`src/rtl/midi_rx.sv`:
```
// MIDI serial receiver: 8N1 UART at BAUD, oversampled by clk.
// Ports: clk, rst (sync, active high), rx (async, idle high) -> rx_byte, rx_byte_valid.
module midi_rx #(
  parameter int CLK_FREQ = 100_000_000,
  parameter int BAUD     = 31250
) (
  input  logic       clk,
  input  logic       rst,
  input  logic       rx,
  output logic [7:0] rx_byte,
  output logic       rx_byte_valid
);

  localparam int CPB = CLK_FREQ / BAUD;
  localparam int CW  = $clog2(CPB);
  localparam logic [CW-1:0] HALF_M1 = CW'(CPB / 2 - 1);
  localparam logic [CW-1:0] FULL_M1 = CW'(CPB - 1);

  typedef enum logic [2:0] {
    S_IDLE,
    S_START,
    S_DATA,
    S_STOP,
    S_WAIT
  } state_t;

  state_t          state_q, state_d;
  logic [CW-1:0]   cnt_q, cnt_d;
  logic [2:0]      bit_q, bit_d;
  logic [7:0]      sh_q, sh_d;
  logic [7:0]      byte_q, byte_d;
  logic            valid_q, valid_d;
  logic            meta_q, rxs_q;

  // Two-flop synchronizer; idle level is high so it resets to 1.
  always_ff @(posedge clk) begin
    if (rst) begin
      meta_q <= 1'b1;
      rxs_q  <= 1'b1;
    end else begin
      meta_q <= rx;
      rxs_q  <= meta_q;
    end
  end

  always_ff @(posedge clk) begin
    if (rst) begin
      state_q <= S_IDLE;
      cnt_q   <= '0;
      bit_q   <= '0;
      sh_q    <= '0;
      byte_q  <= '0;
      valid_q <= 1'b0;
    end else begin
      state_q <= state_d;
      cnt_q   <= cnt_d;
      bit_q   <= bit_d;
      sh_q    <= sh_d;
      byte_q  <= byte_d;
      valid_q <= valid_d;
    end
  end

  always_comb begin
    state_d = state_q;
    cnt_d   = cnt_q;
    bit_d   = bit_q;
    sh_d    = sh_q;
    byte_d  = byte_q;
    valid_d = 1'b0;
    unique case (state_q)
      S_IDLE: begin
        if (!rxs_q) begin
          cnt_d   = '0;
          state_d = S_START;
        end
      end
      S_START: begin
        // Re-check the line at the middle of the start bit to reject glitches.
        if (cnt_q == HALF_M1) begin
          cnt_d = '0;
          if (rxs_q) begin
            state_d = S_IDLE;
          end else begin
            bit_d   = '0;
            state_d = S_DATA;
          end
        end else begin
          cnt_d = cnt_q + 1'b1;
        end
      end
      S_DATA: begin
        if (cnt_q == FULL_M1) begin
          cnt_d        = '0;
          sh_d[bit_q]  = rxs_q;
          if (bit_q == 3'd7) begin
            state_d = S_STOP;
          end else begin
            bit_d = bit_q + 3'd1;
          end
        end else begin
          cnt_d = cnt_q + 1'b1;
        end
      end
      S_STOP: begin
        if (cnt_q == FULL_M1) begin
          cnt_d = '0;
          if (rxs_q) begin
            byte_d  = sh_q;
            valid_d = 1'b1;
            state_d = S_IDLE;
          end else begin
            // Framing error or break: wait for the line to return high.
            state_d = S_WAIT;
          end
        end else begin
          cnt_d = cnt_q + 1'b1;
        end
      end
      S_WAIT: begin
        if (rxs_q) state_d = S_IDLE;
      end
      default: state_d = S_IDLE;
    endcase
  end

  assign rx_byte       = byte_q;
  assign rx_byte_valid = valid_q;

endmodule

```
`config.mk`:
```
export PLATFORM = sky130hd
export DESIGN_NAME = midi_rx
export DESIGN_NICKNAME = d
export VERILOG_FILES = /design/src/rtl/midi_rx.sv
export SDC_FILE = /design/constraint.sdc
export NUM_CORES = 1
export LEC_CHECK = 0
export BUFFER_PORTS_ARGS = -buffer_cell sky130_fd_sc_hd__buf_2
export CAP_MARGIN = 15
export CELL_PAD_IN_SITES_DETAIL_PLACEMENT = 2
export CELL_PAD_IN_SITES_GLOBAL_PLACEMENT = 2
export CORE_ASPECT_RATIO = 0.7
export CORE_UTILIZATION = 35
export DETAILED_ROUTE_END_ITERATION = 8
export PLACE_DENSITY = 0.78
export SLEW_MARGIN = 20
export SYNTH_ARGS = -nofsm -noshare
export SYNTH_HDL_FRONTEND = slang
export SYNTH_SLANG_ARGS = --single-unit
```
`constraint.sdc`:
```
create_clock -name clk -period 3.6 [get_ports clk]
set_clock_uncertainty 0.05 [all_clocks]
set_input_delay 0.36 -clock clk [delete_from_list [all_inputs] [get_ports clk]]
set_output_delay 0.36 -clock clk [all_outputs]
set_load 0.005 [all_outputs]
```
## Word-level counts from Yosys, hierarchy flattened

Index checks and enable logic that the tools add are counted.

| cells by class | value |
|---|---|
| equal/unequal tests | 15 |
| order comparisons | 2 |
| reduce and logical (&&, ||, !) cells | 11 |
| muxes and demuxes | 22 |
| bitwise gates (word level) | 2 |
| add/sub/neg operators | 2 |

Operators with widths:

| operator | count |
|---|---|
| two-way mux 12 bit | 3 |
| one-hot mux 12 bit (3 select lines) | 1 |
| two-way mux 3 bit | 11 |
| != test 2 bit, second input constant | 8 |
| one-hot mux 3 bit (5 select lines) | 1 |
| adder 12 x 1 -> 12 bit, second input constant | 1 |
| equality test 12 x 11 -> 1 bit, second input constant | 1 |
| equality test 12 bit, second input constant | 1 |
| bitwise mux 8 bit | 1 |
| equality test 3 x 2 -> 1 bit, second input constant | 2 |
| equality test 3 bit, second input constant | 2 |
| one-hot mux 3 bit (2 select lines) | 1 |
| AND reduction 6 bit | 1 |
| AND reduction 5 bit | 1 |
| less-than comparator 3 x 4 -> 1 bit, second input constant | 1 |
| AND reduction 2 bit | 2 |
| adder 3 x 1 -> 3 bit, second input constant | 1 |
| demux 1 bit (select 3 bit) | 1 |
| equality test 3 x 1 -> 1 bit, second input constant | 1 |
| greater-or-equal comparator 3 x 1 -> 1 bit, second input constant | 1 |
| logical NOT 3 bit | 1 |
| AND reduction 3 bit | 1 |
| nonzero test 3 bit | 1 |
| OR reduction 3 bit | 1 |
| 6 further kinds | 8 |

| word-level totals | value |
|---|---|
| bits in registers | 37 |
| output and inout bits | 9 |
| word-level logic and storage cells | 62 |
| input bits | 3 |

## Logic depth before layout (Yosys ltp)

| depth | value |
|---|---|
| depth in word-level cells | 5 |
| depth in mapped cells | 8 |
| mapped depth without buffers | 6 |

## Worst setup path after synthesis

Ideal clock, no wire load.

| path | value |
|---|---|
| kind | reg-to-reg |
| start | reg cnt_q[0] |
| end | reg byte_q[0], in the netlist rx_byte[0] |
| slack | 1.856 ns |
| arrival | 1.623 ns |
| stages on the path, launching flop included | 9 |
| required time | 3.478 ns |
| cell sequence | dfxtp_1 ha_1 and3_1 buf_2 and4_1 buf_4 nand4_1 buf_4 mux2i_1 |

| on the way | value |
|---|---|
| longest elaborated chain between the ends | 2 |

RTL lines:

| what | line | source |
|---|---|---|
| start, declared | 28 | `logic [CW-1:0] cnt_q, cnt_d;` |
| start signal, assigned | 56 | `cnt_q <= cnt_d;` |
| equality test 12 bit | 106 | `if (cnt_q == FULL_M1) begin` |
| AND reduction 3 bit (no line) | -- |  |
| end signal, assigned | 59 | `byte_q <= byte_d;` |
| end, declared | 31 | `logic [7:0] byte_q, byte_d;` |

No other way between the ends.
A chain may end at the register's enable or synchronous reset.

## Worst setup path after layout

| path | value |
|---|---|
| start | reg cnt_q[0] |
| end | reg byte_q[2], in the netlist rx_byte[2] |

The elaborated chain is that of the path after synthesis.

==> out/metrics.yaml <==
wl_per_cell_um: 17.6
dr.pass1.iters: 4
syn_nets: 225
reg2regPathDepth: 5
worst_slew_pin_slew_ns: 0.717
ys_types: 53
initial_core_util_pct: 37.0
root_buffer: "clkbuf_8"
rsz0062_at_grt: "no"
r2r-start: "cnt_q[0]"
synth_area_um2: 1970
hold_viol: 0
coreArea_um2: 5310
layout.cells.most_common: "dfxtp_1"
critPathLaunch: "cnt_q[0]"
crit_end: "rx_byte[2]"
num_vias: 1661
crit_path_end_kind: "flop"
yosys_warnings: 0
timing.rr.end: "rx_byte[2]"
first_iter_violations: 72
cts_resized: 0
cts_max_path_buffers: 2
power_density_nw_per_um2: 380
ys_top_cells_by_area: "dfxtp_1 (38%), mux2i_1 (8.1%), nand2b_1 (6.4%)"
die_w_um: 91.6
hold_ws_ns: 0.191
die_y_um: 64.7
peakVddDrop_mv: 0.144
timing.setup.tns_ns: 0
grt_use_total_pct: 18.8
area_growth_syn_to_layout_pct: 7.89
postCtsSetupBuffers: 0
antenna_found_initial: 0
drv_cap: 0
io_buffers: 11
seq_area_um2: 741
multi_input_area_um2: 1100
synth-edff-count: 0
drcViolationCount: 0
htree_levels: 2
syn_inst: 219
dieArea_um2: 5930
grt_max_degree: 37
clkLatencyLatePin_ns: 0.30
p_leak_nw: 0.805
nets: 228
crit_required_ns: 3.77
grt_first_pass_wirelength_mm: 8.42
antenna_left: 0
synth-seq-cells: 37
fill_cells: 611
path_class: "reg2reg"
cts_made_buffers: 5
num_io_pins: 12
avgSynthCellArea_um2: 8.98
fmax_ghz: 0.416
worstSetupStartpointType: "flop"
viasPerCell: 5.63
drive_gt1_share_pct: 14.3
yosysSeqAreaShare_pct: 37.7
dp.final_hpwl_mm: 3.75
final_cell_mix: "dfxtp_1 (37), nand2b_1 (20), mux2i_1 (16)"
hp-class: "in2reg"
yosysTopAreaCellShare_pct: 37.7
grt_overflow_total: 0
place_congestion: 0.751
cts_tree: "done"
fin_ws_ns: 1.19
period_share_pct: 66.8
maxSlewHeadroom_pct: 52.2
synth_largest_area_cell: "dfxtp_1"
setup_viol: 0
ff2ff_setup_slack_ns: 1.19
synthArstFlopShare_pct: 0
outcome: "complete, no violations"
drv_slew: 0
synth-main-ff-cell: "dfxtp_1"
worstPathMaxFanout: 9
rows: 22
diodes: 0
power_uw: 807
holdBufCountCts: 0
hold_depth: 2
cts_sinks: 37
cp_data_arrival_time_ns: 2.57
fin_crit_ns: 2.41
drt-total-wl_mm: 5.20
path_clk_slew_ns: 0.08
pre_cts_ws_ns: 1.15
grt_pass1_vias: 1642
==> layout make-up <==
type / count / share of cell area, %
well taps: 72 / 4.25
clock buffers: 5 / 3.24
repair buffers: 11 / 2.59
flip-flops and latches: 37 / 34.9
multi-input cells: 155 / 52.1
inverters: 12 / 2.12
clock inverters: 3 / 0.825
==> stage by stage <==
stage | utilization, % | cell area, µm² | instances
final | 39.9 | 2120 | 295
after global routing | 39.9 | 2120 | 295
after floorplan | - | 1970 | 219
after global placement | 38.3 | 2040 | 287
after detailed placement | 38.3 | 2040 | 287
after CTS | 39.9 | 2120 | 295
==> how the worst min path moves through the flow <==
| stage | startpoint | slack [ns] | to |
|---|---|---|---|
| 6_report | rx | 0.19 | meta_q |
| 5_1_grt | rx | 0.19 | meta_q |
| 4_1_cts | rx | 0.18 | meta_q |
| 3_5_place_dp | meta_q | 0.35 | rxs_q |
| 3_3_place_gp | meta_q | 0.34 | rxs_q |
| 2_1_floorplan | meta_q | 0.34 | rxs_q |
==> kinds of logic after synthesis <==
| group | after synthesis | share of synthesized area (%) |
|---|---|---|
| AOI/OAI and AO/OA | 35 | 12.6 |
| DFF | 37 | 37.7 |
| xor gates and xnor gates | 2 | 0.891 |
| buffers and inverters | 27 | 6.17 |
| and+or+nand+nor | 99 | 32.6 |
| adders and majority gates | 3 | 1.91 |
| muxes | 16 | 8.14 |
==> sequential cells by signal, summed over array words and instances, names as in the netlist <==
register and cells:
state_q 3, rx_byte_valid 1, meta_q 1, bit_q 3, rxs_q 1, rx_byte 8, cnt_q 12, sh_q 8
==> metal layers <==
| metal | wire (µm) | GRT usage (%) |
|---|---|---|
| met5 | 0 | 0 |
| met4 | 63 | 8.33 |
| met3 | 120 | 3.87 |
| met2 | 2150 | 26.0 |
| met1 | 2860 | 27.6 |
==> critical path, cell delays in order (launching register included) <==
cell     delay, ns
dfxtp_1       0.39
ha_1          0.23
and3_1        0.34
and4_1        0.40
nand4_1       0.56
mux2i_1       0.34
==> power breakdown <==
part           internal (mW)  switching (mW)  total, mW
registers              0.416          0.0150      0.431
clock network          0.134           0.159      0.293
logic                 0.0306          0.0527     0.0832
==> synth_stat cells (all sizes together) (4+ instances only) <==
master   n
nor2     6
a21oi    7
nor3     6
and3     5
nand4   11
nand3    5
nand2b  20
buf      7
dfxtp   37
nor3b    4
nand2   14
o21ai    5
clkbuf   8
inv     12
or2      4
nand4b   7
mux2i   16
a31oi    8
No activity file was read; power rests on OpenSTA's default activity.
